### src/rtl/packs.sv
// Shared display types: BCD digit code, seven-segment pattern and its fixed patterns.
package packs;

  typedef logic [3:0] BCDnumber_t;
  typedef logic [6:0] seg7_t;

  localparam seg7_t SEG7_DASH  = 7'h40;
  localparam seg7_t SEG7_BLANK = 7'h00;

endpackage

### src/rtl/bcd_to_seg7.sv
// Combinational BCD to seven-segment decoder; codes 10..15 show a dash.
module bcd_to_seg7
  import packs::*;
(
  input  BCDnumber_t bcd,
  output seg7_t      seg_c
);

  always_comb begin
    seg_c = SEG7_DASH;
    case (bcd)
      4'd0:    seg_c = 7'h3F;
      4'd1:    seg_c = 7'h06;
      4'd2:    seg_c = 7'h5B;
      4'd3:    seg_c = 7'h4F;
      4'd4:    seg_c = 7'h66;
      4'd5:    seg_c = 7'h6D;
      4'd6:    seg_c = 7'h7D;
      4'd7:    seg_c = 7'h07;
      4'd8:    seg_c = 7'h7F;
      4'd9:    seg_c = 7'h6F;
      default: seg_c = SEG7_DASH;
    endcase
  end

endmodule

### src/rtl/sevenseg_scanner.sv
// Four-digit multiplexed seven-segment driver with per-frame input snapshot,
// one dark guard cycle per digit slot and optional leading-zero blanking.
module sevenseg_scanner
  import packs::*;
#(
  parameter int unsigned REFRESH_DIV = 50000,
  parameter bit          ACTIVE_LOW  = 1'b1
) (
  input  logic             clk,
  input  logic             rst,
  input  BCDnumber_t [3:0] digit,
  input  logic [3:0]       dp_mask,
  input  logic             lzb,
  output logic [3:0]       an,
  output logic [6:0]       seg,
  output logic             dp,
  output logic             frame_start
);

  localparam int unsigned CW = $clog2(REFRESH_DIV);
  localparam logic [CW-1:0] C_LAST = CW'(REFRESH_DIV - 1);

  logic [CW-1:0]    c_q, c_d;
  logic [1:0]       i_q, i_d;
  BCDnumber_t [3:0] snap_digit_q, snap_digit_d;
  logic [3:0]       snap_dp_q, snap_dp_d;
  logic             snap_lzb_q, snap_lzb_d;

  BCDnumber_t       cur_digit;
  seg7_t            dec_seg;
  logic [3:0]       zero_above;
  logic             blank;
  logic [3:0]       an_d;
  seg7_t            seg_d;
  logic             dp_d;
  logic             fs_d;

  // Slot/digit counters and end-of-frame snapshot load.
  always_comb begin
    c_d          = c_q + CW'(1);
    i_d          = i_q;
    snap_digit_d = snap_digit_q;
    snap_dp_d    = snap_dp_q;
    snap_lzb_d   = snap_lzb_q;
    if (c_q == C_LAST) begin
      c_d = '0;
      i_d = i_q + 2'd1;
      if (i_q == 2'd3) begin
        snap_digit_d = digit;
        snap_dp_d    = dp_mask;
        snap_lzb_d   = lzb;
      end
    end
  end

  assign cur_digit = snap_digit_d[i_d];

  bcd_to_seg7 u_dec (
    .bcd   (cur_digit),
    .seg_c (dec_seg)
  );

  // Output image of the next state, so the flops line up with (c, i).
  always_comb begin
    zero_above    = '0;
    zero_above[3] = (snap_digit_d[3] == 4'd0);
    zero_above[2] = zero_above[3] & (snap_digit_d[2] == 4'd0);
    zero_above[1] = zero_above[2] & (snap_digit_d[1] == 4'd0);
    blank = snap_lzb_d & zero_above[i_d];
    an_d  = '0;
    seg_d = SEG7_BLANK;
    dp_d  = 1'b0;
    if (c_d != '0) begin
      an_d  = 4'(1) << i_d;
      seg_d = blank ? SEG7_BLANK : dec_seg;
      dp_d  = snap_dp_d[i_d];
    end
    fs_d = (c_d == '0) && (i_d == 2'd0);
  end

  always_ff @(posedge clk) begin
    if (rst) begin
      c_q          <= '0;
      i_q          <= '0;
      snap_digit_q <= '0;
      snap_dp_q    <= '0;
      snap_lzb_q   <= 1'b0;
      an           <= {4{ACTIVE_LOW}};
      seg          <= {7{ACTIVE_LOW}};
      dp           <= ACTIVE_LOW;
      frame_start  <= 1'b0;
    end else begin
      c_q          <= c_d;
      i_q          <= i_d;
      snap_digit_q <= snap_digit_d;
      snap_dp_q    <= snap_dp_d;
      snap_lzb_q   <= snap_lzb_d;
      an           <= an_d ^ {4{ACTIVE_LOW}};
      seg          <= seg_d ^ {7{ACTIVE_LOW}};
      dp           <= dp_d ^ ACTIVE_LOW;
      frame_start  <= fs_d;
    end
  end

endmodule
### config.mk
export PLATFORM = sky130hd
export DESIGN_NAME = sevenseg_scanner
export DESIGN_NICKNAME = d
export VERILOG_FILES = /design/src/rtl/packs.sv /design/src/rtl/bcd_to_seg7.sv /design/src/rtl/sevenseg_scanner.sv
export SDC_FILE = /design/constraint.sdc
export NUM_CORES = 1
export LEC_CHECK = 0
export BUFFER_PORTS_ARGS = -buffer_cell sky130_fd_sc_hd__buf_2
export CAP_MARGIN = 20
export CORE_MARGIN = 8
export CORE_UTILIZATION = 25
export DETAILED_ROUTE_END_ITERATION = 12
export PLACE_DENSITY = 0.45
export SETUP_SLACK_MARGIN = 0.05
export SYNTH_ARGS = -nofsm -noshare
export SYNTH_HDL_FRONTEND = slang
export SYNTH_HIERARCHICAL = 1
export SYNTH_SLANG_ARGS = --single-unit
### constraint.sdc
create_clock -name clk -period 9.6 [get_ports clk]
set_input_delay 1.92 -clock clk [delete_from_list [all_inputs] [get_ports clk]]
set_output_delay 1.92 -clock clk [all_outputs]
set_load 0.01 [all_outputs]
==> results.toml, run 1 <==
[synthesis]
synth_compound_area_share_pct = 8.80
synth_cell_type_count = 55
synth-edff-count = 0
avgSynthCellArea_um2 = 9.29
syn-num-nets = 329
async_flop_share_pct = 0
synth-simple-area-share_pct = 23.5
synth_top_family_by_area = "simple AND/OR/NAND/NOR gates"
synth_warnings = 6
synth-seq-cells = 52
muxShareOfSynthArea_pct = 16.1
netlist_instances = 297
syn_area_um2 = 2760
synth_ff_type = "dfxtp_1"
synthAdderAreaFrac_pct = 4.08
synth_xor_xnor_area_share_pct = 4.44
synth-seq-area-share_pct = 37.7

[pwr]
total_power_mw = 0.371
power_switching_mw = 0.0922
p_int_mw = 0.279
p_sw_share_pct = 24.8
combPwrFrac_pct = 5.3
p_per_area_nw_per_um2 = 120
peakVddDrop_v = 0.0000582
seqPwrFrac_pct = 59.6
p_leak_nw = 1.16
p_clk_share_pct = 35.1

[final_layout]
drive_gt1_share_pct = 18.4
diodes = 0
stdcell_area_um2 = 3080
nNetsFinal = 352
syn_to_final_growth_pct = 11.7

[clock_tree]
ctsLongestPathBuffers = 2
ctsResizeCount = 0
cts_max_level = 2
clock_sinks = 52
clockRootBuffer = "clkbuf_8"
postCtsSetupRepairBufs = 0
clk-insertion-delay-late_ps = 310
clkTransAtPathRegs_ps = 100
cts_tree = "done"
cts_buffers = 5
hold_buffers = 0

[grt]
antenna_found_initial = 0
grt_pass1_vias = 2235
grt_use_total_pct = 9.36
grt_max_degree = 28
grt_remaining_overflow = 0
grt_pass1_wl_um = 11100

[detailed_routing]
route.detailed.drc = 0
drt-initial-drc-count = 60
wl_per_cell_um = 14.5
viasPerCell = 4.71
drtPass1Iterations = 4
vias = 2171
wirelength_um = 6690
ant_nets = 0

[critical_path]
cp-end-kind = "flop"
criticalPathCategory = "flop to flop"
timing.critical_path.required_ps = 9770
critical_path_arrival_ps = 4460
start_kind = "flop"
crit_fanout = 12

[sta]
final_hold_viol_count = 0
slew_headroom_pct = 39.5
drv_slew = 0
fin_crit_sh_pct = 44.8
rsz0062_at_grt = "no"
fmax_mhz = 233
worstMarginPinSlew_ps = 904
hold_slack_ps = 467
fin_tns_setup_ps = 0
post-route-min-period_ps = 4300
fin_skew_ps = 11.8
setup_viol = 0

[run_status]
status = "finished, final reports clean"

[hold_path]
worstHoldPathType = "flop to flop"

[floorplan]
initial_utilization_pct = 25.6
fp.dieH_um = 121
row_count = 38
core_um2 = 10800
die_area_um2 = 14700
die_w_um = 121
ios = 36

[placed_design]
hpwl_um = 5060
place_area_um2 = 2990
port_buffers = 35
routabilityCongestion = 0.747

[flow_run]
max_cap_violations = 0
==> area by class of cell <==
type | instances | area (µm²)
Fill cell | 1141 | 7710
Multi-Input combinational cell | 218 | 1570
Sequential cell | 52 | 1040
Timing Repair Buffer | 36 | 183
Tap cell | 140 | 175
Clock buffer | 6 | 72.6
Inverter | 7 | 26.3
Clock inverter | 2 | 16.3
==> per-stage QoR <==
stage                     cells  worst slack [ps]  utilization (%)
after floorplan             297              6300                -
after global placement      453              5410             27.7
after detailed placement    453              5300             27.7
after CTS                   461              5280             28.6
after global routing        461              4970             28.6
final                       461              5300             28.6
==> power by group through the flow <==
stage                     clock [mW]  sequential [mW]  combinational (mW)
after CTS                      0.135            0.221              0.0200
after global placement             0            0.226              0.0199
after global routing           0.145            0.222              0.0218
after floorplan                    0            0.227             0.00761
final                          0.130            0.221              0.0196
after detailed placement           0            0.226              0.0199
==> cell usage in the layout (no fill, tap or decap), types with 4 or more instances in the layout <==
cell type  netlist  final
and2_1           4      4
mux2i_1         27     27
a21oi_1          9      9
and3_1           4      4
nand2b_1         4      4
nor2_1          33     33
xnor2_1          8      8
ha_1             9      9
nor4_1           9      9
xor2_1           6      6
a21o_1           4      4
nor2b_1          4      4
inv_1            7      7
mux2_2           6      6
nand3_1         16     16
dfxtp_1         52     52
buf_2            2     35
nand4_1          7      7
clkbuf_8         0      5
nand2_1         20     20
==> Yosys cell counts, types with 4 or more instances <==
library cell   n  share of area [%]
inv_1          7               0.95
nor2_1        33                4.5
dfxtp_1       52                 38
mux2_2         6                2.4
clkbuf_1      11                1.5
buf_6          5                2.0
xnor2_1        8                2.5
nor4_1         9                2.0
mux2i_1       27                9.8
nor2b_1        4               0.91
a21oi_1        9                1.6
nand2_1       20                2.7
nand3_1       16                2.9
ha_1           9                4.1
and3_1         4               0.91
and2_1         4               0.91
xor2_1         6                1.9
nand4_1        7                1.6
a21o_1         4                1.1
nand2b_1       4               0.91
==> logic make-up after synthesis <==
| kind of cell | Yosys count |
|---|---|
| fa+ha+maj | 9 |
| mux | 38 |
| xor+xnor | 14 |
| simple gates | 122 |
| flops | 52 |
| compound gates | 35 |
| buf+inv | 27 |
==> worst paths after layout <==
kind / to / from / depth (start not counted) / slack (ps)
setup / recovery: seg[0]$_SDFF_PP1_ / c_q[6]$_SDFF_PP0_ / 11 / 5300
setup reg to reg: seg[0]$_SDFF_PP1_ / c_q[6]$_SDFF_PP0_ / 11 / 5300
hold reg to reg: snap_lzb_q$_SDFF_PP0_ / snap_lzb_q$_SDFF_PP0_ / 2 / 470
hold / removal: snap_lzb_q$_SDFF_PP0_ / snap_lzb_q$_SDFF_PP0_ / 2 / 470
==> sequential cells by signal (all words and copies together) (netlist names) <==
signal / flops
c_q: 16
snap_digit_q: 16
i_q: 2
dp: 1
frame_start: 1
snap_dp_q: 4
snap_lzb_q: 1
an: 4
seg: 7
==> per-layer routing <==
layer  part of all wire [%]  GRT usage [%]
met1                     46           10.9
met2                     49           16.5
met3                    3.5           2.28
met4                    1.3           2.97
met5                      0              0
==> worst max-delay path, cell delays in order (launching register included) <==
cell and delay, ps:
dfxtp_1 550, or4b_4 530, nor4_2 610, and2_0 730, buf_4 360, mux2i_1 260, mux2i_1 100, mux2_2 320
ha_1 200, mux2_4 270, o22ai_1 120, nand3_1 80
No activity file was read; power rests on OpenSTA's default activity.
==> run 2, diff against run 1 <==
--- a/config.mk
+++ b/config.mk
@@ -10,7 +10,7 @@
 export CORE_MARGIN = 8
 export CORE_UTILIZATION = 25
 export DETAILED_ROUTE_END_ITERATION = 12
-export PLACE_DENSITY = 0.45
+export PLACE_DENSITY = 0.46
 export SETUP_SLACK_MARGIN = 0.05
 export SYNTH_ARGS = -nofsm -noshare
 export SYNTH_HDL_FRONTEND = slang
==> constraint.sdc (replaced) <==
create_clock -name clk -period 3.6 [get_ports clk]
set_input_delay 0.72 -clock clk [delete_from_list [all_inputs] [get_ports clk]]
set_output_delay 0.72 -clock clk [all_outputs]
set_load 0.01 [all_outputs]
==> run 2 against run 1 <==
Against the previous run: cell count is 2.8% higher; worst setup slack worse by 5000 ps; largest power group unchanged; highest routed layer unchanged; hold slack better by 6.5 ps; global-route usage hardly changed; sequential share of layout area is 1.5 points lower; critical endpoint is now seg[3]$_SDFF_PP1_; largest cell class unchanged; die area stayed put.
==> results.toml, run 2 (synthesized netlist as in run 1, its figures left out) <==
[clock_tree]
clkTransAtPathRegs_ps = 110
ctsLongestPathBuffers = 2
cts_tree = "done"
clock_sinks = 52
clockRootBuffer = "clkbuf_8"
cts_max_level = 2
hold_buffers = 0
cts_buffers = 5
clk-insertion-delay-late_ps = 320

[pwr]
combPwrFrac_pct = 4.9
p_sw_share_pct = 23.8
seqPwrFrac_pct = 54.7
peakVddDrop_v = 0.000142
p_int_mw = 0.821
p_leak_nw = 1.24
power_switching_mw = 0.257
p_per_area_nw_per_um2 = 335
p_clk_share_pct = 40.3

[final_layout]
layout_commonest_cell = "dfxtp_1"
fin_cells = 474
multi_input_area_um2 = 1570
nNetsFinal = 365
diodes = 0
n_fill_cell = 1133
syn_to_final_growth_pct = 16.8
regArea_um2 = 1040
reg.largest.list = "c_q: 16 flops, snap_digit_q: 16 flops, seg: 7 flops"
most-common-layout-cells = "dfxtp_1, buf_2, nor2_1"
drive_gt1_share_pct = 21.9

[detailed_routing]
drt-initial-drc-count = 96
ant_nets = 0
wirelength_um = 6760
drtPass1Iterations = 4
route.detailed.drc = 0
vias = 2234
viasPerCell = 4.71
wl_per_cell_um = 14.3

[critical_path]
critPathBufInv = 3
criticalPathCategory = "flop to flop"
cp_top_family = "simple AND/OR/NAND/NOR gates"
critPathMaxStageDelay_ps = 600
cp-end-kind = "flop"
r2r_start = "c_q[13]$_SDFF_PP0_"
cp_slowest_cell = "or4_4"
path_cells = "or4b_4 -> or4_4 -> mux2i_4 -> buf_4 -> mux2i_1 -> mux2_2 -> inv_1 -> ha_1 -> inv_1 -> o22ai_1 -> nand3_1"
timing.critical_path.required_ps = 3760
rr_worst_depth = 11
critical_path_arrival_ps = 3470
cp.depth = 11
reg2reg_slack_ps = 290
start_kind = "flop"
cp_common_cell = "inv_1"
crit_fanout = 9
startpoint = "c_q[13]$_SDFF_PP0_"

[grt]
grt_pass1_wl_um = 11000
grt_use_total_pct = 9.35
grt_max_degree = 28
antenna_found_initial = 0
grt_pass1_vias = 2152
grt_remaining_overflow = 0

[floorplan]
fp.dieH_um = 121
row_count = 38
core_um2 = 10800
initial_utilization_pct = 25.6
die_w_um = 121
die_area_um2 = 14700
ios = 36

[sta]
worstMarginPinSlew_ps = 875
fin_crit_sh_pct = 91.9
rsz0062_at_grt = "no"
drv_slew = 0
fin_tns_setup_ps = 0
fin_skew_ps = 10.2
post-route-min-period_ps = 3310
fmax_mhz = 302
final_hold_viol_count = 0
slew_headroom_pct = 41.4
setup_viol = 0

[run_status]
status = "finished, final reports clean"

[hold_path]
min_from = "snap_lzb_q$_SDFF_PP0_"
min_path_cells = 2
worstHoldPathType = "flop to flop"

[placed_design]
port_buffers = 35
hpwl_um = 5150
place_inst = 463
routabilityCongestion = 0.784

[flow_run]
max_cap_violations = 0
[run 2: cell types whose count changed in the layout (fill, tap and decap cells not counted)]
cell        previous run  this run
buf_12                 0         1
inv_6                  0         1
clkinvlp_4             1         0
buf_4                  1        13
bufinv_16              0         1
clkbuf_1               1         0
inv_8                  0         1
clkinv_4               1         0
[run 2: cell type report]
type	instances	share of cell area, %
Multi-Input combinational cell	218	48.7
Sequential cell	52	32.3
Timing Repair Buffer	49	9.08
Tap cell	140	5.43
Clock buffer	5	2.14
Clock inverter	3	1.55
Inverter	7	0.815
[run 2: repair_timing]
action / in CTS / in global routing
buffers inserted: 0 / 3
setup endpoints to repair: 0 / 1
resized for setup: 0 / 0
[run 2: power groups by stage]
stage	Combinational, mW	Sequential (mW)	Clock [mW]
after global routing	0.0584	0.592	0.476
after global placement	0.0541	0.603	0
after detailed placement	0.0539	0.604	0
after floorplan	0.0203	0.606	0
after CTS	0.0540	0.590	0.452
final	0.0529	0.590	0.435
[run 2: final timing paths]
path	end
hold / removal	snap_lzb_q$_SDFF_PP0_
setup / recovery	seg[3]$_SDFF_PP1_
setup reg to reg	seg[3]$_SDFF_PP1_
hold reg to reg	snap_lzb_q$_SDFF_PP0_
[run 2: worst min-delay path, stage by stage (launching register included)]
cell,delay (ps)
dfxtp_1,330
nand2_1,60
a21oi_1,50
[run 2: metal layers]
layer / wire (µm) / global-route usage (%) / vias up / part of all wire [%]
li1: - / - / 1130 / -
met1: 3090 / 11.3 / 1034 / 46
met2: 3270 / 15.9 / 58 / 48
met3: 275 / 2.14 / 12 / 4.1
met4: 117 / 3.20 / 0 / 1.7
met5: 0 / 0 / - / 0
[run 2: stage by stage]
stage / cell area [µm²] / setup slack [ps] / utilization (%) / power [mW] / hold WS [ps]
6_report: 3220 / 293 / 29.9 / 1.08 / 473
5_1_grt: 3220 / 135 / 29.9 / 1.13 / 492
3_5_place_dp: 3080 / 245 / 28.6 / 0.658 / 460
4_1_cts: 3200 / 215 / 29.7 / 1.10 / 478
2_1_floorplan: 2760 / 295 / - / 0.626 / 432
3_3_place_gp: 3080 / 283 / 28.6 / 0.658 / 448
==> run 3, diff against run 2 <==
--- a/config.mk
+++ b/config.mk
@@ -5,6 +5,7 @@
 export SDC_FILE = /design/constraint.sdc
 export NUM_CORES = 1
 export LEC_CHECK = 0
+export ABC_AREA = 1
 export BUFFER_PORTS_ARGS = -buffer_cell sky130_fd_sc_hd__buf_2
 export CAP_MARGIN = 20
 export CORE_MARGIN = 8
==> run 3 against run 2 <==
Against the previous run: synthesized cell count up 59%; critical path depth up 7; worst setup slack better by 350 ps; hold slack better by 15 ps; routed wire length up 12%; register-to-register slack better by 350 ps; die area up 6.6%; global-route usage up 0.78 points; clock power up 14%; critical path type unchanged; highest routed layer unchanged.
==> results.toml, run 3 <==
[run_status]
status = "finished, final reports clean"

[synthesis]
synth_common_cells = "nand2_1, nor2_1, dfxtp_1"
synth_xor_xnor_area_share_pct = 0.885
netlist_instances = 471
synth-seq-cells = 52
synth_ff_type = "dfxtp_1"
synth_warnings = 6
synthAdderAreaFrac_pct = 3.79
async_flop_share_pct = 0
synth-edff-count = 0
synth.area.top_cells = "dfxtp_1, nand2_1, nor2_1"
synth-simple-area-share_pct = 43.7
synth-seq-area-share_pct = 35.1
yosysMostFrequentCell = "nand2_1"
synth_cell_type_count = 34
yosysTopAreaCellShare_pct = 35.1
muxShareOfSynthArea_pct = 1.35
syn_area_um2 = 2970
synth_compound_area_share_pct = 6.53
syn-num-nets = 503
synth_top_family_by_area = "simple AND/OR/NAND/NOR gates"
post-synth-top-area-cell = "dfxtp_1"
avgSynthCellArea_um2 = 6.30

[critical_path]
critPathMaxStageDelay_ps = 380
start_kind = "flop"
timing.critical_path.required_ps = 3780
crit_fanout = 23
criticalPathCategory = "flop to flop"
cp_slowest_cell = "dfxtp_1"
cp_common_cell = "nand2_1"
critical_path_arrival_ps = 3140
cp-end-kind = "flop"
path_cells = "ha_1 -> nand3_4 -> nor2_4 -> nand2_4 -> o21ai_2 -> inv_1 -> nor2_4 -> a21oi_1 -> nand2_1 -> inv_1 -> ha_1 -> nand2_1 -> nand2_1 -> nand2_1 -> nand2_1 -> nand2_1 -> nor2_1 -> nand2_1"

[hold_path]
worstHoldPathType = "flop to flop"

[grt]
antenna_found_initial = 0
grt_pass1_wl_um = 13300
grt_pass1_vias = 2791
grt_use_total_pct = 10.1
grt_remaining_overflow = 0
grt_max_degree = 28

[placed_design]
routabilityCongestion = 0.805
port_buffers = 35
place_ws_ps = 651
place_inst = 641
place_area_um2 = 3280
hpwl_um = 5850

[detailed_routing]
drtPass1Iterations = 4
drt-initial-drc-count = 160
viasPerCell = 4.27
wirelength_um = 7540
wl_per_cell_um = 11.6
vias = 2771
route.detailed.drc = 0
ant_nets = 0

[sta]
fin_skew_ps = 8.09
worstMarginPinSlew_ps = 504
final_hold_viol_count = 0
rsz0062_at_grt = "no"
fin_ws_ps = 639
fin_tns_setup_ps = 0
setup_viol = 0
post-route-min-period_ps = 2960
fmax_mhz = 338
fin_crit_sh_pct = 82.3
drv_slew = 0
slew_headroom_pct = 66.4

[final_layout]
n_fill_cell = 1301
reg.largest.list = "c_q: 16 flops, snap_digit_q: 16 flops, seg: 7 flops"
nNetsFinal = 537
fin_cells = 649
diodes = 0
most-common-layout-cells = "nand2_1, nor2_1, dfxtp_1"
layout_commonest_cell = "nand2_1"
stdcell_area_um2 = 3430
syn_to_final_growth_pct = 15.6
drive_gt1_share_pct = 12.8

[clock_tree]
hold_buffers = 0
clock_sinks = 52
clkTransAtPathRegs_ps = 70
ctsResizeCount = 0
postCtsSetupRepairBufs = 0
cts_max_level = 2
clockRootBuffer = "clkbuf_16"
ctsLongestPathBuffers = 2
clk-insertion-delay-late_ps = 290
cts_tree = "done"
cts_buffers = 5

[floorplan]
fp.dieH_um = 125
row_count = 39
initial_utilization_pct = 25.8
die_w_um = 125
ios = 36
die_area_um2 = 15600
core_um2 = 11500

[pwr]
p_per_area_nw_per_um2 = 330
p_leak_nw = 1.62
peakVddDrop_v = 0.000153
total_power_mw = 1.13

[flow_run]
max_cap_violations = 0
run 3: cell count changes in the layout (fill, tap and decap cells not counted), moves of 5 or more:
cell       change
nand2_1      +167
inv_1         +42
nor2_1        +39
mux2i_1       -23
buf_4         -10
nor4_1         -9
nand3_1        +7
mux2_2         -6
xnor2_1        -6
clkbuf_16      +5
nor2_4         +5
xor2_1         -5
run 3: critical path: cells and delay by family (launching register included):
family	cells	cell delay [ps]
AOI/OAI and AO/OA	2	380
adders and majority gates	2	540
buffers and inverters	2	250
DFF	1	380
and+or+nand+nor	12	1280
run 3: cell families (layout without fill, tap and decap cells):
| family | count (synthesis) | count (layout) |
|---|---|---|
| multiplexers | 4 | 4 |
| flip-flops | 52 | 52 |
| buffers and inverters | 63 | 98 |
| AO/OA/AOI/OAI | 32 | 32 |
| AND/OR/NAND/NOR | 308 | 308 |
| XOR/XNOR | 3 | 3 |
| adder cells (fa/ha/maj) | 9 | 9 |
run 3: metrics by stage:
step / hold slack (ps) / utilization, %
detailed placement: 480 / 28.5
global route: 509 / 29.8
CTS: 492 / 29.8
floorplan: 457 / -
finish: 489 / 29.8
global placement: 472 / 28.5
run 3: area by class of cell:
type                            instances  area, µm²  share of cell area, %
Multi-Input combinational cell        356       1670                   48.6
Sequential cell                        52       1040                   30.3
Timing Repair Buffer                   38        198                   5.76
Inverter                               52        195                   5.69
Tap cell                              143        179                   5.21
Clock buffer                            7        143                   4.16
Clock inverter                          1       7.51                  0.219
run 3: worst paths after layout:
path / endpoint / cells after the start / slack, ps / start
worst max-delay path: seg[3]$_SDFF_PP1_ / 18 / 640 / c_q[0]$_SDFF_PP0_
worst max register to register: seg[3]$_SDFF_PP1_ / 18 / 640 / c_q[0]$_SDFF_PP0_
worst min register to register: snap_digit_q[12]$_SDFF_PP0_ / 2 / 490 / snap_digit_q[12]$_SDFF_PP0_
worst min-delay path: snap_digit_q[12]$_SDFF_PP0_ / 2 / 490 / snap_digit_q[12]$_SDFF_PP0_
run 3: where the power goes:
group	internal [mW]	leakage (nW)	switching [mW]
clock	0.278	0.0701	0.217
combinational	0.0204	1.12	0.0295
sequential	0.584	0.422	0.00409
total	0.882	1.62	0.251
run 3: per-layer routing:
metal  vias up  track usage, %  wire length [µm]
met4         0            2.87                65
met2        40            16.1              3200
met1      1206            13.4              3890
met5         -               0                 0
met3         5            2.42               381
li1       1520               -                 -
